[src/rtl/fetch_unit_pkg.sv]
// Shared defaults and state encoding for the fetch stage.
// FETCH_PERF_EN (optional) enables the fetch/flush performance counters.
package fetch_unit_pkg;

  localparam int unsigned DEF_ADDR_W   = 16;
  localparam int unsigned DEF_INSTR_W  = 16;
  localparam logic [15:0] DEF_RESET_PC = 16'h0000;
  localparam int unsigned DEF_PC_STEP  = 1;
  localparam int unsigned PERF_W       = 32;

  typedef enum logic [1:0] {
    S_REQ   = 2'd0,
    S_OUT   = 2'd1,
    S_DRAIN = 2'd2
  } fetch_state_t;

endpackage

[src/rtl/fetch_perf_counters.sv]
// Saturating fetched/flushed event counter pair.
// Only compiled when FETCH_PERF_EN is defined.
`ifdef FETCH_PERF_EN
module fetch_perf_counters
  import fetch_unit_pkg::*;
#(
  parameter int unsigned W = PERF_W
) (
  input  logic         clk,
  input  logic         rst,
  input  logic         fetched_evt,
  input  logic         flushed_evt,
  output logic [W-1:0] fetched_cnt,
  output logic [W-1:0] flushed_cnt
);

  always_ff @(posedge clk or posedge rst) begin
    if (rst) begin
      fetched_cnt <= '0;
      flushed_cnt <= '0;
    end else begin
      if (fetched_evt && (fetched_cnt != '1)) fetched_cnt <= fetched_cnt + W'(1);
      if (flushed_evt && (flushed_cnt != '1)) flushed_cnt <= flushed_cnt + W'(1);
    end
  end

endmodule
`endif

[src/rtl/fetch_unit.sv]
// PC register and single-outstanding instruction fetch with branch redirect.
// Define FETCH_PERF_EN to add perf_fetched/perf_flushed counter outputs.
module fetch_unit
  import fetch_unit_pkg::*;
#(
  parameter int unsigned       ADDR_W   = DEF_ADDR_W,
  parameter int unsigned       INSTR_W  = DEF_INSTR_W,
  parameter logic [ADDR_W-1:0] RESET_PC = ADDR_W'(DEF_RESET_PC),
  parameter int unsigned       PC_STEP  = DEF_PC_STEP
) (
  input  logic               clk,
  input  logic               rst,
  input  logic               branch_en,
  input  logic [ADDR_W-1:0]  branch_addr,
  output logic               imem_req,
  output logic [ADDR_W-1:0]  imem_addr,
  input  logic               imem_ack,
  input  logic [INSTR_W-1:0] imem_rdata,
  output logic               instr_valid,
  input  logic               instr_ready,
  output logic [INSTR_W-1:0] instr,
  output logic [ADDR_W-1:0]  instr_pc
`ifdef FETCH_PERF_EN
  ,
  output logic [PERF_W-1:0]  perf_fetched,
  output logic [PERF_W-1:0]  perf_flushed
`endif
);

  fetch_state_t      state;
  logic [ADDR_W-1:0] pc;
  logic [ADDR_W-1:0] pc_seq;
  logic [ADDR_W-1:0] redirect_pc;
  logic              ack;

  // An ack with no request outstanding is a protocol violation and is ignored.
  assign ack         = imem_ack && imem_req;
  assign pc_seq      = pc + ADDR_W'(PC_STEP);
  assign redirect_pc = branch_en ? branch_addr : pc;

  always_ff @(posedge clk or posedge rst) begin
    if (rst) begin
      state       <= S_REQ;
      pc          <= RESET_PC;
      imem_req    <= 1'b0;
      imem_addr   <= RESET_PC;
      instr_valid <= 1'b0;
      instr       <= '0;
      instr_pc    <= '0;
    end else begin
      case (state)
        S_REQ: begin
          if (!imem_req) begin
            // First cycle out of reset: nothing in flight, launch the request.
            pc        <= redirect_pc;
            imem_req  <= 1'b1;
            imem_addr <= redirect_pc;
          end else if (branch_en) begin
            pc <= branch_addr;
            if (ack) imem_addr <= branch_addr;
            else     state     <= S_DRAIN;
          end else if (ack) begin
            instr       <= imem_rdata;
            instr_pc    <= pc;
            pc          <= pc_seq;
            imem_req    <= 1'b0;
            instr_valid <= 1'b1;
            state       <= S_OUT;
          end
        end

        S_OUT: begin
          // A redirect overrides a same-cycle handshake: the held word is wrong-path.
          if (branch_en || instr_ready) begin
            pc          <= redirect_pc;
            instr_valid <= 1'b0;
            imem_req    <= 1'b1;
            imem_addr   <= redirect_pc;
            state       <= S_REQ;
          end
        end

        S_DRAIN: begin
          // Killed request keeps req/addr until ack; latest target wins.
          pc <= redirect_pc;
          if (ack) begin
            imem_addr <= redirect_pc;
            state     <= S_REQ;
          end
        end

        default: state <= S_REQ;
      endcase
    end
  end

`ifdef FETCH_PERF_EN
  logic fetched_evt;
  logic flushed_evt;

  assign fetched_evt = instr_valid && instr_ready && !branch_en;
  assign flushed_evt = branch_en && (imem_req || instr_valid);

  fetch_perf_counters #(
    .W (PERF_W)
  ) u_perf (
    .clk         (clk),
    .rst         (rst),
    .fetched_evt (fetched_evt),
    .flushed_evt (flushed_evt),
    .fetched_cnt (perf_fetched),
    .flushed_cnt (perf_flushed)
  );
`endif

endmodule

[config.mk]
export PLATFORM = sky130hd
export DESIGN_NAME = fetch_unit
export DESIGN_NICKNAME = d
export VERILOG_FILES = /design/src/rtl/fetch_unit_pkg.sv /design/src/rtl/fetch_perf_counters.sv /design/src/rtl/fetch_unit.sv
export SDC_FILE = /design/constraint.sdc
export NUM_CORES = 1
export LEC_CHECK = 0
export BUFFER_PORTS_ARGS = -buffer_cell sky130_fd_sc_hd__buf_4
export CAP_MARGIN = 10
export CORE_UTILIZATION = 48
export CTS_BUF_LIST = sky130_fd_sc_hd__clkbuf_16
export CTS_CLUSTER_SIZE = 30
export DETAILED_ROUTE_END_ITERATION = 10
export PLACE_DENSITY_LB_ADDON = 0.3
export SLEW_MARGIN = 20
export SYNTH_ARGS = -nofsm -noshare
export SYNTH_HDL_FRONTEND = slang
export SYNTH_SLANG_ARGS = --single-unit
export TNS_END_PERCENT = 1
[constraint.sdc]
create_clock -name clk -period 2.37 [get_ports clk]
set_clock_uncertainty 0.2 [all_clocks]
set_input_delay 0 -clock clk [delete_from_list [all_inputs] [get_ports clk]]
set_output_delay 0 -clock clk [all_outputs]
set_load 0.01 [all_outputs]
# --- Word-level counts from Yosys, hierarchy flattened ---
# Cells that the tools add are included.
totals:
  register_bits: 68
  in_bits: 37
  out_inout_bits: 50
classes:
  addsub: 1
  n_eq_ne: 12
  muxes: 28
  bitwise_logic: 1
  reduce_logical: 11
ops:
  columns: ["op", "count"]
  rows:
  - ["16-bit two-way mux", 9]
  - ["16-bit one-hot mux with 3 select lines", 2]
  - ["16-bit by 1-bit adder with 16-bit output (second input constant)", 1]
  - ["5-bit AND reduction", 3]
  - ["2-bit two-way mux", 6]
  - ["3-bit inequality test (second input constant)", 4]
  - ["2-bit inequality test (second input constant)", 5]
  - ["1-bit two-way mux", 8]
  - ["2-bit one-hot mux with 3 select lines", 1]
  - ["4-bit inequality test (second input constant)", 1]
  - ["1-bit one-hot mux with 2 select lines", 2]
  - ["4-bit AND reduction", 1]
  - ["3-bit AND reduction", 1]
  - ["3-bit nonzero test", 1]
  - ["2-bit by 1-bit equality test with 1-bit output (second input constant)", 1]
  - ["2-bit equality test (second input constant)", 1]
  - ["2-bit logical NOT", 1]
  - ["2-bit AND reduction", 1]
  - ["2-bit nonzero test", 1]
  - ["1-bit logical AND", 1]
  - ["1-bit logical OR", 1]
  - ["1-bit NOT", 1]

# --- Longest topological paths before layout ---
depth:
  word_depth: 5
  ltp_mapped: 9

# --- Least setup slack after synthesis ---
# Ideal clock, no wire load.
synth_path:
  path_type: "reg2reg"
  startpoint: "reg state[0]"
  endpoint: "reg pc[13]"
  setup_time_ps: 126
  arrival_time_ps: 2137
  path_slack_ps: -93
  stages_incl_launch_ff: 8
  n_path_buf: 1
  cell_sequence: "dfrtp_1 inv_1 ha_1 nand2b_1 buf_4 or4_4 or4_1 o311a_1"
synth_via:
  elab_chain_len: 3
  elab_cells_between_ends: 8
synth_lines:
  columns: ["element", "line_no", "source"]
  rows:
  - ["from (decl)", "fetch_unit.sv:30", "fetch_state_t state;"]
  - ["from (signal assigned)", "fetch_unit.sv:43", "state <= S_REQ;"]
  - ["from (signal assigned)", "fetch_unit.sv:61", "else state <= S_DRAIN;"]
  - ["from (signal assigned)", "fetch_unit.sv:68", "state <= S_OUT;"]
  - ["2-bit by 1-bit equality test with 1-bit output (tied with other cells)", "fetch_unit.sv:51", "case (state)"]
  - ["2-bit inequality test (no source line) (tied with other cells)", null, null]
  - ["3-bit AND reduction (no source line)", null, null]
  - ["to (signal assigned)", "fetch_unit.sv:55", "pc <= redirect_pc;"]
  - ["to (signal assigned)", "fetch_unit.sv:59", "pc <= branch_addr;"]
  - ["to (signal assigned)", "fetch_unit.sv:65", "pc <= pc_seq;"]
  - ["to (decl)", "fetch_unit.sv:31", "logic [ADDR_W-1:0] pc;"]
# Several ways; a longest one is shown, not always the timed one.
# A chain may end at the register's enable or synchronous reset.

# --- Final worst setup path ---
layout_path:
  startpoint: "reg state[1]"
  endpoint: "reg pc[13]"
# The elaborated chain is that of the path after synthesis.

==> summary.md <==
| Metric | Value |
|---|---|
| Status | finished clean |
| Min Tclk post-route | around 2.3 ns |
| Total congestion overflow | 0 |
| P&R area growth vs syn | 44.7% |
| Post-DP HPWL | 5860 um |
| Leakage power | approximately 2.2 nW |
| Worst Max-Slew Pin Slew | 0.645 ns |
| ANT nets after route | 0 |
| CTS tree | yes |
| Largest net degree at the start of global routing | 42 |
| Io pins | 87 |
| Die ar. | about 7500 sq um |
| Synth warn | 0 |
| Post-synth top flop | dfrtp_1 |
| Pre-CTS setup slack | -0.114 ns |
| Post-synth net total | 341 |
| First-pass GRT wire length | 14500 um |
| Die height | 86.8 um |
| Commonest non-fill, non-tap cell in the layout | buf_4 |
| GP Congestion | 0.824 |
| DRC Markers | 0 |
| Post-synthesis register bit count | 68 |
| Routed WL | 9140 um |
| Core Rows | 30 |
| Final instance area | 4990 sq um |
| Worst vdd ir | 0.703 mV |
| Finish-stage setup viols | 0 |
| Htree depth | 3 |
| Async set-reset flop share out of synthesis | 1.00 |
| CTS Root Cell | clkbuf_16 |
| CTS sink count | 68 |
| DRT iter0 DRCs | 179 |
| Core Footprint | 6870 sq um |
| RSZ-0062 raised after global routing | true |
| Final hold viol count | 0 |
| Post-synth EDFFs | 0 |
| Crit share post-route | 0.990 |
| Number of antenna violations at the first check in global routing | 0 |
| Max-cap violations | 0 |
| Hold crit path type | in2reg |
| Syn Area/Cell | 11.5 sq um |
| Worst Path Required | 2.38 ns |
| Clk_lat worst skew | ~0.33 ns |
| Clk buf depth | 2 |
| Crit Path Max Fanout | 4 |
| Total number of vias | 2972 |
| Most frequent cells in the layout | buf_4, dfrtp_1, mux2_2, dlygate4sd3_1, o21ai_0 |
| Relative slew margins | 0.569 |
| Startpoint type of the worst setup path | register |
| Area after DPL | 4300 sq um |
| Sequential area share after synthesis | 0.493 |
| Synth Instances | 299 |
| Post-synth cell types | 53 |
| Clk slew on worst S/H paths | 0.06 ns |
| Number of buffers created by CTS | 9 |
| Ant diodes | 0 |
| CP endpoint kind | register |
| Routed vias/inst | 5.53 |
| Layout Nets | 478 |
| Pwr Density | approximately 1300 nW/um^2 |
| Critical path arrival | 2.36 ns |
| Final slew viol count | 0 |
| CP Class | reg2reg |
| Initial Util | 0.502 |
| Die width | ~87 um |
| Initial DRT Pass Iterations | 4 |
| Mapped cell area | 3450 sq um |
| Vias in the first global route | 2974 |
| GRT Overall Usage | 0.250 |
| Routed len/inst | ~17 um |
| Share of cells above drive strength 1 | 0.460 |
| Max Freq | approximately 0.43 GHz |
| Setup WS post-layout | approximately 0.024 ns |
| PortBufs | 86 |
power breakdown:
group          switching (mW)  total [mW]  internal (mW)  leakage, nW
sequential              0.405        2.14           1.73        0.800
clock                   0.503        1.20          0.701        0.127
combinational            1.46        3.23           1.77         1.29
total                    2.37        6.57           4.20         2.22
final cells by class:
type,instances,area (sq um)
clock inverters,7,43.8
flip-flops and latches,68,1700
well taps,96,120
clock buffers,9,225
fillers,478,1880
inverters,12,45.0
repair buffers,148,1230
multi-input cells,197,1630
cell usage after synthesis (5+ instances only):
cell type   n  area [sq um]
ha_1        5          62.6
dfrtp_1    68          1700
nand3_1     7          35.0
mux2_2     61           687
nor2_1      5          18.8
nor3_1      6          30.0
buf_2       5          25.0
clkbuf_1    9          33.8
o21ai_0    22           110
nand2_1    16          60.1
a21oi_1    16          80.1
buf_4       6          45.0
inv_1      11          41.3
logic make-up after synthesis:
kind of cell | share of synthesized area
flip-flops | 0.493
adder cells (fa/ha/maj) | 0.0181
AO/OA/AOI/OAI | 0.124
buffers and inverters | 0.0486
AND/OR/NAND/NOR | 0.108
multiplexers | 0.208
metrics by stage:
step	hold WS, ns	utilization	std cells	total power, mW	TNS, ns
after floorplan	-0.0494	-	299	3.92	0
after global placement	-0.0775	0.626	483	5.08	-0.387
after detailed placement	-0.0596	0.626	483	5.21	-1.51
after CTS	0.00727	0.720	536	6.49	-0.0207
after global routing	0.0288	0.726	537	6.94	-0.0207
final	0.0172	0.726	537	6.57	0
routing by layer:
layer  up-vias  share of wire  global-route usage
met5         -              0                   0
met4         0          0.017              0.0667
met3        15          0.047              0.0581
met2        97           0.53               0.426
met1      1493           0.41               0.322
li1       1367              -                   -
flip-flops by register name, summed over array words and instances (netlist names):
| signal | count |
|---|---|
| imem_req | 1 |
| state | 2 |
| pc | 16 |
| instr | 16 |
| imem_addr | 16 |
| instr_pc | 16 |
| instr_valid | 1 |
worst max-delay path, stage by stage (launching register included):
cell and delay [ns]:
dfrtp_1 0.39, inv_2 0.08, ha_4 0.21, nand2b_4 0.14, or4_4 0.56, or4_4 0.52, o311a_1 0.12
path summary, 6_finish.rpt:
check	from	endpoint	slack, ns	cells after the start
setup reg to reg	state[1]$_DFFE_PP0P_	pc[13]$_DFFE_PP0P_	0.02	6
hold / removal	branch_en	pc[4]$_DFFE_PP0P_	0.02	3
max in group asynchronous	rst	pc[5]$_DFFE_PP0P_	1.19	4
min in group asynchronous	rst	imem_addr[3]$_DFFE_PP0P_	0.12	3
setup / recovery	state[1]$_DFFE_PP0P_	pc[13]$_DFFE_PP0P_	0.02	6
hold reg to reg	instr_pc[14]$_DFFE_PP0P_	instr_pc[14]$_DFFE_PP0P_	0.29	2
repair_timing:
action / CTS / global route
endpoints found under the setup margin: 17 / 11
hold endpoints to repair: 78 / 0
pin swaps: 0 / 2
resized for setup: 1 / 8
hold buffers: 37 / 0
buffers inserted: 0 / 2
Power figures use the tool's default switching activity.
